<file path="src/rtl/delay_count_timer.sv">
// delay_count_timer: serial 4-bit delay load, then (delay+1)*CYCLES_PER_UNIT cycle countdown.
// Optional sticky protocol error flag `err` when DELAY_COUNT_TIMER_ERR_EN is defined.
module delay_count_timer #(
   parameter int unsigned CYCLES_PER_UNIT = 1000
) (
   input  logic       clk,
   input  logic       reset_n,
   input  logic       data,
   input  logic       shift_ena,
   input  logic       counting,
   input  logic       ack,
`ifdef DELAY_COUNT_TIMER_ERR_EN
   output logic       err,
`endif
   output logic [3:0] count,
   output logic       done_counting
);

   localparam int unsigned SW =
      (CYCLES_PER_UNIT > 1) ? $clog2(CYCLES_PER_UNIT) : 1;
   localparam logic [SW-1:0] SUB_MAX = SW'(CYCLES_PER_UNIT - 1);

   typedef enum logic [1:0] {
      IDLE,
      LOAD,
      RUN,
      EXPIRED
   } phase_e;

   phase_e          phase_q, phase_d;
   logic [3:0]      delay_q, delay_d;
   logic [SW-1:0]   sub_q, sub_d;

   always_ff @(posedge clk or negedge reset_n) begin
      if (!reset_n) begin
         phase_q <= IDLE;
         delay_q <= 4'd0;
         sub_q   <= '0;
      end else begin
         phase_q <= phase_d;
         delay_q <= delay_d;
         sub_q   <= sub_d;
      end
   end

   always_comb begin
      phase_d = phase_q;
      delay_d = delay_q;
      sub_d   = sub_q;
      if (shift_ena) begin
         delay_d = {delay_q[2:0], data};
         sub_d   = SUB_MAX;
         phase_d = LOAD;
      end else if (counting) begin
         unique case (phase_q)
            LOAD, RUN: begin
               phase_d = RUN;
               if (sub_q != '0) begin
                  sub_d = sub_q - 1'b1;
               end else if (delay_q != 4'd0) begin
                  delay_d = delay_q - 4'd1;
                  sub_d   = SUB_MAX;
               end else begin
                  phase_d = EXPIRED;
               end
            end
            // Registers are already zero here, so this is an immediate expiry.
            IDLE, EXPIRED: phase_d = EXPIRED;
            default:       phase_d = IDLE;
         endcase
      end else if (phase_q == EXPIRED) begin
         phase_d = IDLE;
      end
   end

   assign count         = delay_q;
   assign done_counting = counting & (delay_q == 4'd0) & (sub_q == '0);

`ifdef DELAY_COUNT_TIMER_ERR_EN
   logic       err_q, err_d;
   logic       cnt_q;
   logic [2:0] shrun_q, shrun_d;
   logic       err_set;

   always_ff @(posedge clk or negedge reset_n) begin
      if (!reset_n) begin
         err_q   <= 1'b0;
         cnt_q   <= 1'b0;
         shrun_q <= 3'd0;
      end else begin
         err_q   <= err_d;
         cnt_q   <= counting;
         shrun_q <= shrun_d;
      end
   end

   // Run length of shift_ena saturates at 4; any further shift cycle is an error.
   always_comb begin
      shrun_d = 3'd0;
      if (shift_ena)
         shrun_d = (shrun_q == 3'd4) ? shrun_q : shrun_q + 3'd1;
      err_set = (shift_ena & counting)
              | (shift_ena & (shrun_q == 3'd4))
              | (counting & ~cnt_q & (phase_q == IDLE));
      err_d = err_q;
      if (err_set)
         err_d = 1'b1;
      else if (ack)
         err_d = 1'b0;
   end

   assign err = err_q;
`else
   logic unused_ack;
   assign unused_ack = ack;
`endif

endmodule

</file>
<file path="config.mk">
export PLATFORM = sky130hd
export DESIGN_NAME = delay_count_timer
export DESIGN_NICKNAME = d
export VERILOG_FILES = /design/src/rtl/delay_count_timer.sv
export SDC_FILE = /design/constraint.sdc
export NUM_CORES = 1
export LEC_CHECK = 0
export BUFFER_PORTS_ARGS = -buffer_cell sky130_fd_sc_hd__buf_2
export CAP_MARGIN = 20
export CORE_ASPECT_RATIO = 0.75
export CORE_MARGIN = 5
export CORE_UTILIZATION = 35
export CTS_CLUSTER_DIAMETER = 200
export DETAILED_ROUTE_END_ITERATION = 12
export PLACE_DENSITY_LB_ADDON = 0.25
export SYNTH_ARGS = -nofsm -noshare
export SYNTH_HDL_FRONTEND = slang
export SYNTH_SLANG_ARGS = --single-unit
export TNS_END_PERCENT = 1
</file>
<file path="constraint.sdc">
create_clock -name clk -period 2.77 [get_ports clk]
set_input_delay 0.6925 -clock clk [delete_from_list [all_inputs] [get_ports clk]]
set_output_delay 0.6925 -clock clk [all_outputs]
set_load 0.01 [all_outputs]
</file>
==> flow_results.xml, run 1 <==
<?xml version="1.0" encoding="UTF-8"?>
<metrics>
  <group name="place">
    <metric name="place.detailed.instances" unit="">147</metric>
    <metric name="port_buffers" unit="">9</metric>
    <metric name="hpwlAfterDp" unit="um">1560</metric>
    <metric name="gp_routability_congestion" unit="">0.762</metric>
    <metric name="placed_area" unit="mm2">0.00106</metric>
    <metric name="dp_worst_setup_slack" unit="ns">0.452</metric>
  </group>
  <group name="yosys">
    <metric name="synth-main-ff-cell" unit="">sky130_fd_sc_hd__dfrtp_1</metric>
    <metric name="syn_inst" unit="">105</metric>
    <metric name="synth_edf_count" unit="">0</metric>
    <metric name="synth.mux.area_fraction" unit="">0</metric>
    <metric name="synth_xor_area_frac" unit="">0.00886</metric>
    <metric name="synth.lib_cells_used.distinct" unit="">41</metric>
    <metric name="synthesis.yosys.warnings" unit="">0</metric>
    <metric name="post_synth_and_or_nand_nor_area_fraction" unit="">0.342</metric>
    <metric name="adder_cell_fraction_of_synth_area" unit="">0.0380</metric>
    <metric name="synth-seq-cells" unit="">16</metric>
    <metric name="syn_nets" unit="">114</metric>
    <metric name="mappedNetlistArea" unit="um2">988</metric>
    <metric name="syn_area_per_cell" unit="um2">9.41</metric>
    <metric name="dominant_combinational_cell_family_by_area_after_synthesis" unit="">simple AND/OR/NAND/NOR gates</metric>
    <metric name="synth-async-reset-ratio" unit="">1.00</metric>
    <metric name="synth-seq-area-share" unit="">0.405</metric>
    <metric name="synth_compound_gate_area_share" unit="">0.165</metric>
  </group>
  <group name="finish">
    <metric name="insertedDiodeCount" unit="">0</metric>
    <metric name="drive_gt1_frac" unit="">0.191</metric>
    <metric name="layout.cells.non_filler" unit="">151</metric>
    <metric name="area_growth_syn_to_layout" unit="%">13.2</metric>
    <metric name="postLayoutCellArea" unit="mm2">0.00112</metric>
    <metric name="num-nets-final" unit="">125</metric>
  </group>
  <group name="clock_network">
    <metric name="cts_tree" unit="">done</metric>
    <metric name="cts-htree-levels" unit="">1</metric>
    <metric name="clock-root-buffer" unit="">sky130_fd_sc_hd__clkbuf_8</metric>
    <metric name="cts-buffers-inserted" unit="">3</metric>
    <metric name="clock_tree.buffer_depth" unit="">2</metric>
    <metric name="clock-sinks" unit="">16</metric>
    <metric name="clk_transition_reported_paths" unit="ns">0.07</metric>
    <metric name="postCtsSetupBuffers" unit="">0</metric>
    <metric name="cts-hold-fix-buffers" unit="">0</metric>
    <metric name="clock_latency" unit="ns">0.25</metric>
    <metric name="post_cts_resize_count" unit="">0</metric>
  </group>
  <group name="timing">
    <metric name="slew_headroom" unit="">0.647</metric>
    <metric name="finalClockSkew" unit="ns">0.00504</metric>
    <metric name="setup_viol_count_final" unit="">0</metric>
    <metric name="unrepaired_setup_endpoints_after_global_routing" unit="">no</metric>
    <metric name="hold_slack" unit="ns">0.346</metric>
    <metric name="period_needed" unit="ns">2.61</metric>
    <metric name="finalSetupTns" unit="ns">0</metric>
    <metric name="max_freq" unit="GHz">0.383</metric>
    <metric name="worstMarginPinSlew" unit="ns">0.526</metric>
    <metric name="slew_viol_final" unit="">0</metric>
    <metric name="final.period_utilization" unit="">0.943</metric>
    <metric name="post-route-worst-setup-slack" unit="ns">0.159</metric>
    <metric name="timing.final.hold_violations" unit="">0</metric>
  </group>
  <group name="floorplanning">
    <metric name="placement_rows" unit="">16</metric>
    <metric name="num_io_pins" unit="">11</metric>
    <metric name="initial_utilization" unit="">0.371</metric>
    <metric name="die-height" unit="um">56.0</metric>
    <metric name="coreArea" unit="mm2">0.00266</metric>
    <metric name="die_w" unit="um">71.4</metric>
    <metric name="area_of_the_die" unit="mm2">0.00400</metric>
  </group>
  <group name="critical_path">
    <metric name="cp_max_fo" unit="">10</metric>
    <metric name="cpLargestDelayFamily" unit="">simple AND/OR/NAND/NOR gates</metric>
    <metric name="worst-path-stages" unit="">6</metric>
    <metric name="crit_path_max_incr_delay" unit="ns">0.43</metric>
    <metric name="timing.critical_path.to_type" unit="">output port</metric>
    <metric name="setup.worst_path.class" unit="">reg -&gt; out</metric>
    <metric name="cp-start-kind" unit="">flop</metric>
    <metric name="timing.critical_path.slowest_stage_cell" unit="">sky130_fd_sc_hd__dfrtp_1</metric>
    <metric name="crit_buf_inv" unit="">2</metric>
    <metric name="timing.critical_path.arrival" unit="ns">1.92</metric>
    <metric name="cp_data_required_time" unit="ns">2.08</metric>
    <metric name="critical_path.cell_chain" unit="">inv_1 &gt; ha_1 &gt; nor3b_4 &gt; and4_2 &gt; and2_1 &gt; buf_2</metric>
    <metric name="r2r_cells" unit="">5</metric>
  </group>
  <group name="route">
    <metric name="antenna_left" unit="">0</metric>
    <metric name="detail_route.wl_per_cell" unit="um">14.6</metric>
    <metric name="post_drt_via_cell_ratio" unit="">5.56</metric>
    <metric name="vias" unit="">840</metric>
    <metric name="totalWireLength" unit="um">2200</metric>
    <metric name="drt_pre_antenna_iters" unit="">4</metric>
    <metric name="drt_drc_violations_left" unit="">0</metric>
    <metric name="first_iter_violations" unit="">43</metric>
  </group>
  <group name="global_route">
    <metric name="pin_count_of_the_biggest_net_entering_global_routing" unit="">17</metric>
    <metric name="global_route_total_usage_across_every_layer" unit="">0.119</metric>
    <metric name="initial_antenna_violation_count" unit="">0</metric>
    <metric name="grt-ovfl-total" unit="">0</metric>
    <metric name="grt_first_pass_wirelength" unit="um">3800</metric>
    <metric name="first_global_vias" unit="">754</metric>
  </group>
  <group name="run_status">
    <metric name="outcome" unit="">completed</metric>
  </group>
  <group name="power_and_ir_drop">
    <metric name="share_clk_of_total_power" unit="">0.384</metric>
    <metric name="powerDensity" unit="mW/mm2">487</metric>
    <metric name="p_sw" unit="uW">144</metric>
    <metric name="power_report.internal_total" unit="uW">401</metric>
    <metric name="sw_frac_of_total" unit="">0.263</metric>
    <metric name="combPwrFrac" unit="">0.137</metric>
    <metric name="power_leakage" unit="nW">0.411</metric>
    <metric name="ir_worst_vdd" unit="V">0.000255</metric>
    <metric name="sequentialPowerShare" unit="">0.479</metric>
  </group>
  <group name="job">
    <metric name="drv.max_cap_violation_count" unit="">0</metric>
  </group>
  <group name="worst_hold_path">
    <metric name="hold_class" unit="">in -&gt; async</metric>
  </group>
</metrics>
==> cells by family after synthesis <==
kind of cell               count (synthesis)
AOI/OAI and AO/OA                         24
xor gates and xnor gates                   1
adders and majority gates                  3
buffers and inverters                     10
DFF                                       16
and+or+nand+nor                           51
==> layout by cell type (no fill, tap or decap), types with 2 or more instances in the layout <==
master and count:
sky130_fd_sc_hd__nor2_1 9, sky130_fd_sc_hd__nand3_1 5, sky130_fd_sc_hd__a21oi_1 5, sky130_fd_sc_hd__buf_2 9
sky130_fd_sc_hd__inv_1 7, sky130_fd_sc_hd__nand2_1 9, sky130_fd_sc_hd__a221o_1 2, sky130_fd_sc_hd__nand3b_1 2
sky130_fd_sc_hd__or4_1 3, sky130_fd_sc_hd__nor3_1 5, sky130_fd_sc_hd__dfrtp_1 16, sky130_fd_sc_hd__a211o_1 2
sky130_fd_sc_hd__ha_1 3, sky130_fd_sc_hd__clkbuf_8 4, sky130_fd_sc_hd__and2_1 2, sky130_fd_sc_hd__o21ai_0 6
sky130_fd_sc_hd__nand4_1 2
==> sequential cells by signal, summed over array words and instances, names as in the netlist <==
register  flops
sub_q        10
phase_q       2
count         4
==> area by class of cell <==
type | count | area, um2
Clock buffer | 4 | 55.1
Fill cell | 275 | 1540
Inverter | 7 | 26.3
Multi-Input combinational cell | 79 | 547
Sequential cell | 16 | 400
Tap cell | 36 | 45.0
Timing Repair Buffer | 9 | 45.0
==> power by group through the flow <==
stage	Combinational (mW)	Clock [mW]	Sequential, mW
after floorplan	0.0452	0	0.265
after global placement	0.0736	0	0.264
after detailed placement	0.0748	0	0.265
after CTS	0.0760	0.217	0.261
after global routing	0.0844	0.227	0.263
final	0.0745	0.209	0.261
==> cells in the mapped netlist (2+ instances only) <==
cell	count	share of area
sky130_fd_sc_hd__a21oi_1	5	0.025
sky130_fd_sc_hd__nand4_1	2	0.013
sky130_fd_sc_hd__and2_1	2	0.013
sky130_fd_sc_hd__nor2_1	9	0.034
sky130_fd_sc_hd__inv_1	7	0.027
sky130_fd_sc_hd__nand2_1	9	0.034
sky130_fd_sc_hd__ha_1	3	0.038
sky130_fd_sc_hd__nand3b_1	2	0.015
sky130_fd_sc_hd__nor3_1	5	0.025
sky130_fd_sc_hd__a221o_1	2	0.020
sky130_fd_sc_hd__or4_1	3	0.023
sky130_fd_sc_hd__a211o_1	2	0.018
sky130_fd_sc_hd__nand3_1	5	0.025
sky130_fd_sc_hd__o21ai_0	6	0.030
sky130_fd_sc_hd__dfrtp_1	16	0.41
sky130_fd_sc_hd__clkbuf_1	2	0.0076
==> stage by stage <==
stage	utilization	power [mW]
5_1_grt	0.420	0.575
3_3_place_gp	0.399	0.338
6_report	0.420	0.545
4_1_cts	0.420	0.554
2_1_floorplan	-	0.311
3_5_place_dp	0.399	0.340
==> path summary, 6_finish.rpt <==
| kind | startpoint | slack (ns) | endpoint |
|---|---|---|---|
| max | sub_q[0] | 0.16 | done_counting |
| min | reset_n | 0.35 | sub_q[4] |
| max in group asynchronous | reset_n | 2.15 | sub_q[8] |
| min reg2reg | phase_q[0] | 0.54 | phase_q[0] |
| min in group clk | phase_q[0] | 0.54 | phase_q[0] |
| max reg2reg | phase_q[0] | 0.88 | sub_q[3] |
==> metal layers <==
metal  vias up  GRT usage  wire (um)
li1        419          -          -
met1       408      0.176       1170
met2        11      0.164        951
met3         2     0.0433         70
met4         0     0.0241          8
met5         -          0          0
Note: power is estimated with default switching activity, not from simulation.
==> run 2: changes to the inputs <==
--- a/config.mk
+++ b/config.mk
@@ -13,6 +13,7 @@
 export CTS_CLUSTER_DIAMETER = 200
 export DETAILED_ROUTE_END_ITERATION = 12
 export PLACE_DENSITY_LB_ADDON = 0.25
+export RECOVER_POWER = 25
 export SYNTH_ARGS = -nofsm -noshare
 export SYNTH_HDL_FRONTEND = slang
 export SYNTH_SLANG_ARGS = --single-unit
==> run 2 against run 1 <==
Against the previous run:
- fmax hardly changed
- largest cell class unchanged
- final cell count unchanged
- flip-flop and latch count did not move
- core utilization barely moved
- count of clock-buffer cells in the layout did not move
- register-to-register slack hardly changed
- critical path type unchanged
- total power barely moved
==> flow_results.xml, run 2 (same netlist as run 1, synthesis figures left out) <==
<?xml version="1.0" encoding="UTF-8"?>
<metrics>
  <group name="global_route">
    <metric name="pin_count_of_the_biggest_net_entering_global_routing" unit="">17</metric>
    <metric name="grt_first_pass_wirelength" unit="um">3800</metric>
    <metric name="global_route_total_usage_across_every_layer" unit="">0.119</metric>
    <metric name="first_global_vias" unit="">754</metric>
    <metric name="grt-ovfl-total" unit="">0</metric>
    <metric name="initial_antenna_violation_count" unit="">0</metric>
  </group>
  <group name="finish">
    <metric name="largest_register_ffs" unit="">10</metric>
    <metric name="register_with_the_highest_flop_count" unit="">sub_q</metric>
    <metric name="num-nets-final" unit="">125</metric>
    <metric name="insertedDiodeCount" unit="">0</metric>
    <metric name="filler_cell_count" unit="">275</metric>
    <metric name="area_growth_syn_to_layout" unit="%">13.0</metric>
    <metric name="drive_gt1_frac" unit="">0.183</metric>
    <metric name="most-common-layout-cells" unit="">sky130_fd_sc_hd__dfrtp_1, sky130_fd_sc_hd__nor2_1, sky130_fd_sc_hd__nand2_1</metric>
    <metric name="mostFrequentLayoutCell" unit="">sky130_fd_sc_hd__dfrtp_1</metric>
  </group>
  <group name="place">
    <metric name="gp_routability_congestion" unit="">0.762</metric>
    <metric name="hpwlAfterDp" unit="um">1560</metric>
    <metric name="port_buffers" unit="">9</metric>
  </group>
  <group name="job">
    <metric name="drv.max_cap_violation_count" unit="">0</metric>
  </group>
  <group name="clock_network">
    <metric name="clock-root-buffer" unit="">sky130_fd_sc_hd__clkbuf_8</metric>
    <metric name="cts_tree" unit="">done</metric>
    <metric name="clock-sinks" unit="">16</metric>
    <metric name="cts-htree-levels" unit="">1</metric>
    <metric name="post_cts_resize_count" unit="">0</metric>
    <metric name="clock_latency" unit="ns">0.25</metric>
    <metric name="postCtsSetupBuffers" unit="">0</metric>
    <metric name="cts-hold-fix-buffers" unit="">0</metric>
    <metric name="clock_tree.buffer_depth" unit="">2</metric>
    <metric name="clk_transition_reported_paths" unit="ns">0.07</metric>
    <metric name="cts-buffers-inserted" unit="">3</metric>
  </group>
  <group name="timing">
    <metric name="slew_headroom" unit="">0.412</metric>
    <metric name="unrepaired_setup_endpoints_after_global_routing" unit="">no</metric>
    <metric name="final.period_utilization" unit="">0.943</metric>
    <metric name="timing.final.hold_violations" unit="">0</metric>
    <metric name="finalClockSkew" unit="ns">0.00504</metric>
    <metric name="setup_viol_count_final" unit="">0</metric>
    <metric name="slew_viol_final" unit="">0</metric>
    <metric name="worstMarginPinSlew" unit="ns">0.881</metric>
    <metric name="finalSetupTns" unit="ns">0</metric>
    <metric name="max_freq" unit="GHz">0.383</metric>
    <metric name="period_needed" unit="ns">2.61</metric>
  </group>
  <group name="floorplanning">
    <metric name="die_w" unit="um">71.4</metric>
    <metric name="placement_rows" unit="">16</metric>
    <metric name="initial_utilization" unit="">0.371</metric>
    <metric name="coreArea" unit="mm2">0.00266</metric>
    <metric name="num_io_pins" unit="">11</metric>
    <metric name="die-height" unit="um">56.0</metric>
    <metric name="area_of_the_die" unit="mm2">0.00400</metric>
  </group>
  <group name="route">
    <metric name="totalWireLength" unit="um">2200</metric>
    <metric name="vias" unit="">840</metric>
    <metric name="antenna_left" unit="">0</metric>
    <metric name="first_iter_violations" unit="">43</metric>
    <metric name="detail_route.wl_per_cell" unit="um">14.6</metric>
    <metric name="drt_pre_antenna_iters" unit="">4</metric>
    <metric name="drt_drc_violations_left" unit="">0</metric>
    <metric name="post_drt_via_cell_ratio" unit="">5.56</metric>
  </group>
  <group name="power_and_ir_drop">
    <metric name="ir_worst_vdd" unit="V">0.000255</metric>
    <metric name="power_leakage" unit="nW">0.408</metric>
    <metric name="report.power.total" unit="uW">545</metric>
    <metric name="powerDensity" unit="mW/mm2">488</metric>
  </group>
  <group name="critical_path">
    <metric name="timing.critical_path.to_type" unit="">output port</metric>
    <metric name="r2r_cells" unit="">5</metric>
    <metric name="setup.worst_path.class" unit="">reg -&gt; out</metric>
    <metric name="cp-start-kind" unit="">flop</metric>
    <metric name="timing.critical_path.arrival" unit="ns">1.92</metric>
    <metric name="cp_data_required_time" unit="ns">2.08</metric>
    <metric name="cp_max_fo" unit="">10</metric>
  </group>
  <group name="worst_hold_path">
    <metric name="hold_class" unit="">in -&gt; async</metric>
  </group>
  <group name="run_status">
    <metric name="outcome" unit="">completed</metric>
  </group>
</metrics>
## run 2: changes by cell type in the layout (fill, tap and decap cells not counted), sizes merged
cell | before | now
clkbuf | 4 | 5
buf | 9 | 8
## run 2: cell type report
| type | count | area [um2] | area share |
|---|---|---|---|
| inverter | 7 | 26.3 | 0.0235 |
| tap | 36 | 45.0 | 0.0403 |
| sequential | 16 | 400 | 0.358 |
| multi-input combinational | 79 | 547 | 0.489 |
| timing repair buffer | 9 | 43.8 | 0.0392 |
| clock buffer | 4 | 55.1 | 0.0493 |
## run 2: path summary, 6_finish.rpt
kind	endpoint	start	slack [ns]
setup / recovery	done_counting	sub_q[0]	0.16
hold / removal	sub_q[4]	reset_n	0.53
setup reg to reg	sub_q[3]	phase_q[0]	0.88
hold reg to reg	phase_q[0]	phase_q[0]	0.54
max in group asynchronous	sub_q[8]	reset_n	1.69
min in group clk	phase_q[0]	phase_q[0]	0.54
## run 2: power breakdown
group | switching [mW] | total (mW) | internal (mW)
clock | 0.0832 | 0.209 | 0.126
combinational | 0.0453 | 0.0743 | 0.0290
sequential | 0.0151 | 0.261 | 0.246
total | 0.144 | 0.545 | 0.401
## run 2: layer usage
metal | vias to the layer above | wire length (um) | GRT usage
li1 | 419 | - | -
met5 | - | 0 | 0
met4 | 0 | 8 | 0.0241
met1 | 408 | 1170 | 0.176
met2 | 11 | 952 | 0.164
met3 | 2 | 70 | 0.0433
## run 2: through the flow
stage | area, um2 | utilization | instances | setup slack, ns | hold slack (ns)
after detailed placement | 1060 | 0.399 | 147 | 0.452 | 0.523
after global placement | 1060 | 0.399 | 147 | 0.444 | 0.505
after CTS | 1120 | 0.420 | 151 | 0.144 | 0.360
after floorplan | 988 | - | 105 | 0.646 | 0.397
final | 1120 | 0.420 | 151 | 0.158 | 0.534
after global routing | 1120 | 0.420 | 151 | 0.00616 | 0.557
## run 2: worst max-delay path, stage by stage, from the launching register on
cell,delay (ns)
sky130_fd_sc_hd__dfrtp_1,0.43
sky130_fd_sc_hd__inv_1,0.07
sky130_fd_sc_hd__ha_1,0.18
sky130_fd_sc_hd__nor3b_4,0.31
sky130_fd_sc_hd__and4_2,0.41
sky130_fd_sc_hd__and2_1,0.15
sky130_fd_sc_hd__buf_2,0.12
==> run 3: changes to the inputs <==
--- a/config.mk
+++ b/config.mk
@@ -12,6 +12,7 @@
 export CORE_UTILIZATION = 35
 export CTS_CLUSTER_DIAMETER = 200
 export DETAILED_ROUTE_END_ITERATION = 12
+export MAX_ROUTING_LAYER = met4
 export PLACE_DENSITY_LB_ADDON = 0.25
 export RECOVER_POWER = 25
 export SYNTH_ARGS = -nofsm -noshare
==> constraint.sdc (replaced) <==
create_clock -name clk -period 2.5 [get_ports clk]
set_input_delay 0.625 -clock clk [delete_from_list [all_inputs] [get_ports clk]]
set_output_delay 0.625 -clock clk [all_outputs]
set_load 0.01 [all_outputs]
==> run 3 against run 2 <==
Against the previous run:
- setup slack better by 0.0074 ns
- largest power group unchanged
- total power up 12%
- highest routed layer unchanged
- sequential share of layout area down 1.1 points
- worst hold slack worse by 0.037 ns
- first-iteration DRC count up 33%
- critical path depth unchanged
- core utilization up 1.4 points
- register-to-register slack worse by 0.29 ns
- count of clock-buffer cells in the layout unchanged
- via count up 4.9%
- flip-flop and latch count unchanged
==> flow_results.xml, run 3 (same netlist as run 1, synthesis figures left out) <==
<?xml version="1.0" encoding="UTF-8"?>
<metrics>
  <group name="run_status">
    <metric name="outcome" unit="">completed</metric>
  </group>
  <group name="place">
    <metric name="port_buffers" unit="">9</metric>
    <metric name="gp_routability_congestion" unit="">0.794</metric>
    <metric name="place.detailed.instances" unit="">149</metric>
    <metric name="placed_area" unit="mm2">0.00108</metric>
    <metric name="dp_worst_setup_slack" unit="ns">0.262</metric>
    <metric name="hpwlAfterDp" unit="um">1650</metric>
  </group>
  <group name="clock_network">
    <metric name="cts-hold-fix-buffers" unit="">0</metric>
    <metric name="cts_tree" unit="">done</metric>
    <metric name="clk_transition_reported_paths" unit="ns">0.06</metric>
    <metric name="cts-buffers-inserted" unit="">3</metric>
    <metric name="clock_latency" unit="ns">0.25</metric>
    <metric name="clock_tree.buffer_depth" unit="">2</metric>
    <metric name="cts-htree-levels" unit="">1</metric>
    <metric name="clock-sinks" unit="">16</metric>
    <metric name="clock-root-buffer" unit="">sky130_fd_sc_hd__clkbuf_8</metric>
  </group>
  <group name="critical_path">
    <metric name="critical_path.cell_chain" unit="">inv_1 &gt; ha_1 &gt; nor3b_2 &gt; and4_4 &gt; and2_1 &gt; buf_2</metric>
    <metric name="cp-start-kind" unit="">flop</metric>
    <metric name="timing.critical_path.arrival" unit="ns">1.71</metric>
    <metric name="setup.worst_path.class" unit="">reg -&gt; out</metric>
    <metric name="timing.critical_path.to_type" unit="">output port</metric>
    <metric name="worst_r2r_endpoint" unit="">sub_q[3]</metric>
    <metric name="timing.critical_path.slowest_stage_cell" unit="">sky130_fd_sc_hd__dfrtp_1</metric>
    <metric name="setup.reg_to_reg.worst_slack" unit="ns">0.59</metric>
    <metric name="cp_max_fo" unit="">7</metric>
    <metric name="crit-reg2reg-launch" unit="">phase_q[0]</metric>
    <metric name="cp_data_required_time" unit="ns">1.88</metric>
    <metric name="crit_path_max_incr_delay" unit="ns">0.41</metric>
    <metric name="r2r_cells" unit="">5</metric>
  </group>
  <group name="power_and_ir_drop">
    <metric name="power_report.internal_total" unit="uW">445</metric>
    <metric name="powerDensity" unit="mW/mm2">528</metric>
    <metric name="combPwrFrac" unit="">0.140</metric>
    <metric name="p_sw" unit="uW">164</metric>
    <metric name="sw_frac_of_total" unit="">0.269</metric>
    <metric name="sequentialPowerShare" unit="">0.476</metric>
    <metric name="report.power.total" unit="uW">609</metric>
    <metric name="share_clk_of_total_power" unit="">0.384</metric>
    <metric name="ir_worst_vdd" unit="V">0.000264</metric>
    <metric name="power_leakage" unit="nW">0.432</metric>
  </group>
  <group name="floorplanning">
    <metric name="num_io_pins" unit="">11</metric>
    <metric name="die_w" unit="um">71.4</metric>
    <metric name="die-height" unit="um">56.0</metric>
    <metric name="coreArea" unit="mm2">0.00266</metric>
    <metric name="initial_utilization" unit="">0.371</metric>
    <metric name="placement_rows" unit="">16</metric>
    <metric name="area_of_the_die" unit="mm2">0.00400</metric>
  </group>
  <group name="global_route">
    <metric name="first_global_vias" unit="">760</metric>
    <metric name="grt_first_pass_wirelength" unit="um">3830</metric>
    <metric name="initial_antenna_violation_count" unit="">0</metric>
    <metric name="global_route_total_usage_across_every_layer" unit="">0.128</metric>
    <metric name="pin_count_of_the_biggest_net_entering_global_routing" unit="">17</metric>
    <metric name="grt-ovfl-total" unit="">0</metric>
  </group>
  <group name="route">
    <metric name="post_drt_via_cell_ratio" unit="">5.68</metric>
    <metric name="detail_route.wl_per_cell" unit="um">14.8</metric>
    <metric name="vias" unit="">881</metric>
    <metric name="drt_pre_antenna_iters" unit="">4</metric>
    <metric name="dr.max_layer_used" unit="">met4</metric>
    <metric name="met1_length" unit="um">1180</metric>
    <metric name="totalWireLength" unit="um">2290</metric>
    <metric name="met2_wirelength" unit="um">940</metric>
    <metric name="first_iter_violations" unit="">57</metric>
    <metric name="wl_met3" unit="um">134</metric>
    <metric name="antenna_left" unit="">0</metric>
    <metric name="drt_drc_violations_left" unit="">0</metric>
  </group>
  <group name="timing">
    <metric name="finalClockSkew" unit="ns">0.00228</metric>
    <metric name="finalSetupTns" unit="ns">0</metric>
    <metric name="max_freq" unit="GHz">0.428</metric>
    <metric name="slew_viol_final" unit="">0</metric>
    <metric name="setup_viol_count_final" unit="">0</metric>
    <metric name="unrepaired_setup_endpoints_after_global_routing" unit="">no</metric>
    <metric name="period_needed" unit="ns">2.33</metric>
    <metric name="slew_headroom" unit="">0.356</metric>
    <metric name="post-route-worst-setup-slack" unit="ns">0.166</metric>
    <metric name="final.period_utilization" unit="">0.934</metric>
    <metric name="worstMarginPinSlew" unit="ns">0.966</metric>
    <metric name="hold_slack" unit="ns">0.497</metric>
    <metric name="timing.final.hold_violations" unit="">0</metric>
  </group>
  <group name="finish">
    <metric name="num-nets-final" unit="">129</metric>
    <metric name="most-common-layout-cells" unit="">sky130_fd_sc_hd__dfrtp_1, sky130_fd_sc_hd__nor2_1, sky130_fd_sc_hd__nand2_1</metric>
    <metric name="filler_cell_count" unit="">256</metric>
    <metric name="postLayoutCellArea" unit="mm2">0.00115</metric>
    <metric name="layout.cells.non_filler" unit="">155</metric>
    <metric name="postLayoutCoreUtil" unit="">0.433</metric>
    <metric name="mostFrequentLayoutCell" unit="">sky130_fd_sc_hd__dfrtp_1</metric>
    <metric name="insertedDiodeCount" unit="">0</metric>
    <metric name="drive_gt1_frac" unit="">0.218</metric>
    <metric name="area_growth_syn_to_layout" unit="%">16.7</metric>
    <metric name="register_with_the_highest_flop_count" unit="">sub_q</metric>
    <metric name="largest_register_ffs" unit="">10</metric>
  </group>
  <group name="worst_hold_path">
    <metric name="hold_class" unit="">in -&gt; async</metric>
  </group>
  <group name="job">
    <metric name="drv.max_cap_violation_count" unit="">0</metric>
  </group>
</metrics>
run 3: cell types whose count changed in the layout (fill, tap and decap cells not counted), sizes merged:
cell / before / now
buf: 8 / 12
run 3: metal layers:
layer / global-route usage / up-vias
met3: 0.0451 / 5
met2: 0.158 / 22
li1: - / 425
met4: 0.0563 / 0
met5: - / -
met1: 0.181 / 429
run 3: worst max path at each step:
stage	startpoint	to	slack (ns)
3_5_place_dp	count[0]	done_counting	0.26
6_report	count[0]	done_counting	0.17
4_1_cts	count[0]	done_counting	0.01
3_3_place_gp	count[0]	done_counting	0.32
2_1_floorplan	sub_q[0]	done_counting	0.44
5_1_grt	count[0]	done_counting	0.03
run 3: power groups by stage:
stage	registers [mW]	clock network, mW	logic [mW]
global placement	0.293	0	0.0814
floorplan	0.294	0	0.0501
global route	0.292	0.256	0.0960
CTS	0.289	0.244	0.0855
detailed placement	0.294	0	0.0849
finish	0.290	0.234	0.0851
run 3: area by class of cell:
cell class / instances / area (um2) / share of cell area
clock buffer: 4 / 55.1 / 0.0477
multi-input combinational: 79 / 553 / 0.479
sequential: 16 / 400 / 0.347
tap: 36 / 45.0 / 0.0390
inverter: 7 / 26.3 / 0.0228
timing repair buffer: 13 / 73.8 / 0.0640
run 3: timing repair:
item | in CTS | in global routing
resized for setup | 1 | 1
setup endpoints to repair | 1 | 1
pin swaps | 0 | 1
setup buffers | 0 | 2
run 3: worst max-delay path: cells and delay by family, from the launching register on:
| kind | cells | cell delay [ns] |
|---|---|---|
| and+or+nand+nor | 3 | 0.63 |
| DFF | 1 | 0.41 |
| buffers and inverters | 2 | 0.22 |
| adders and majority gates | 1 | 0.19 |
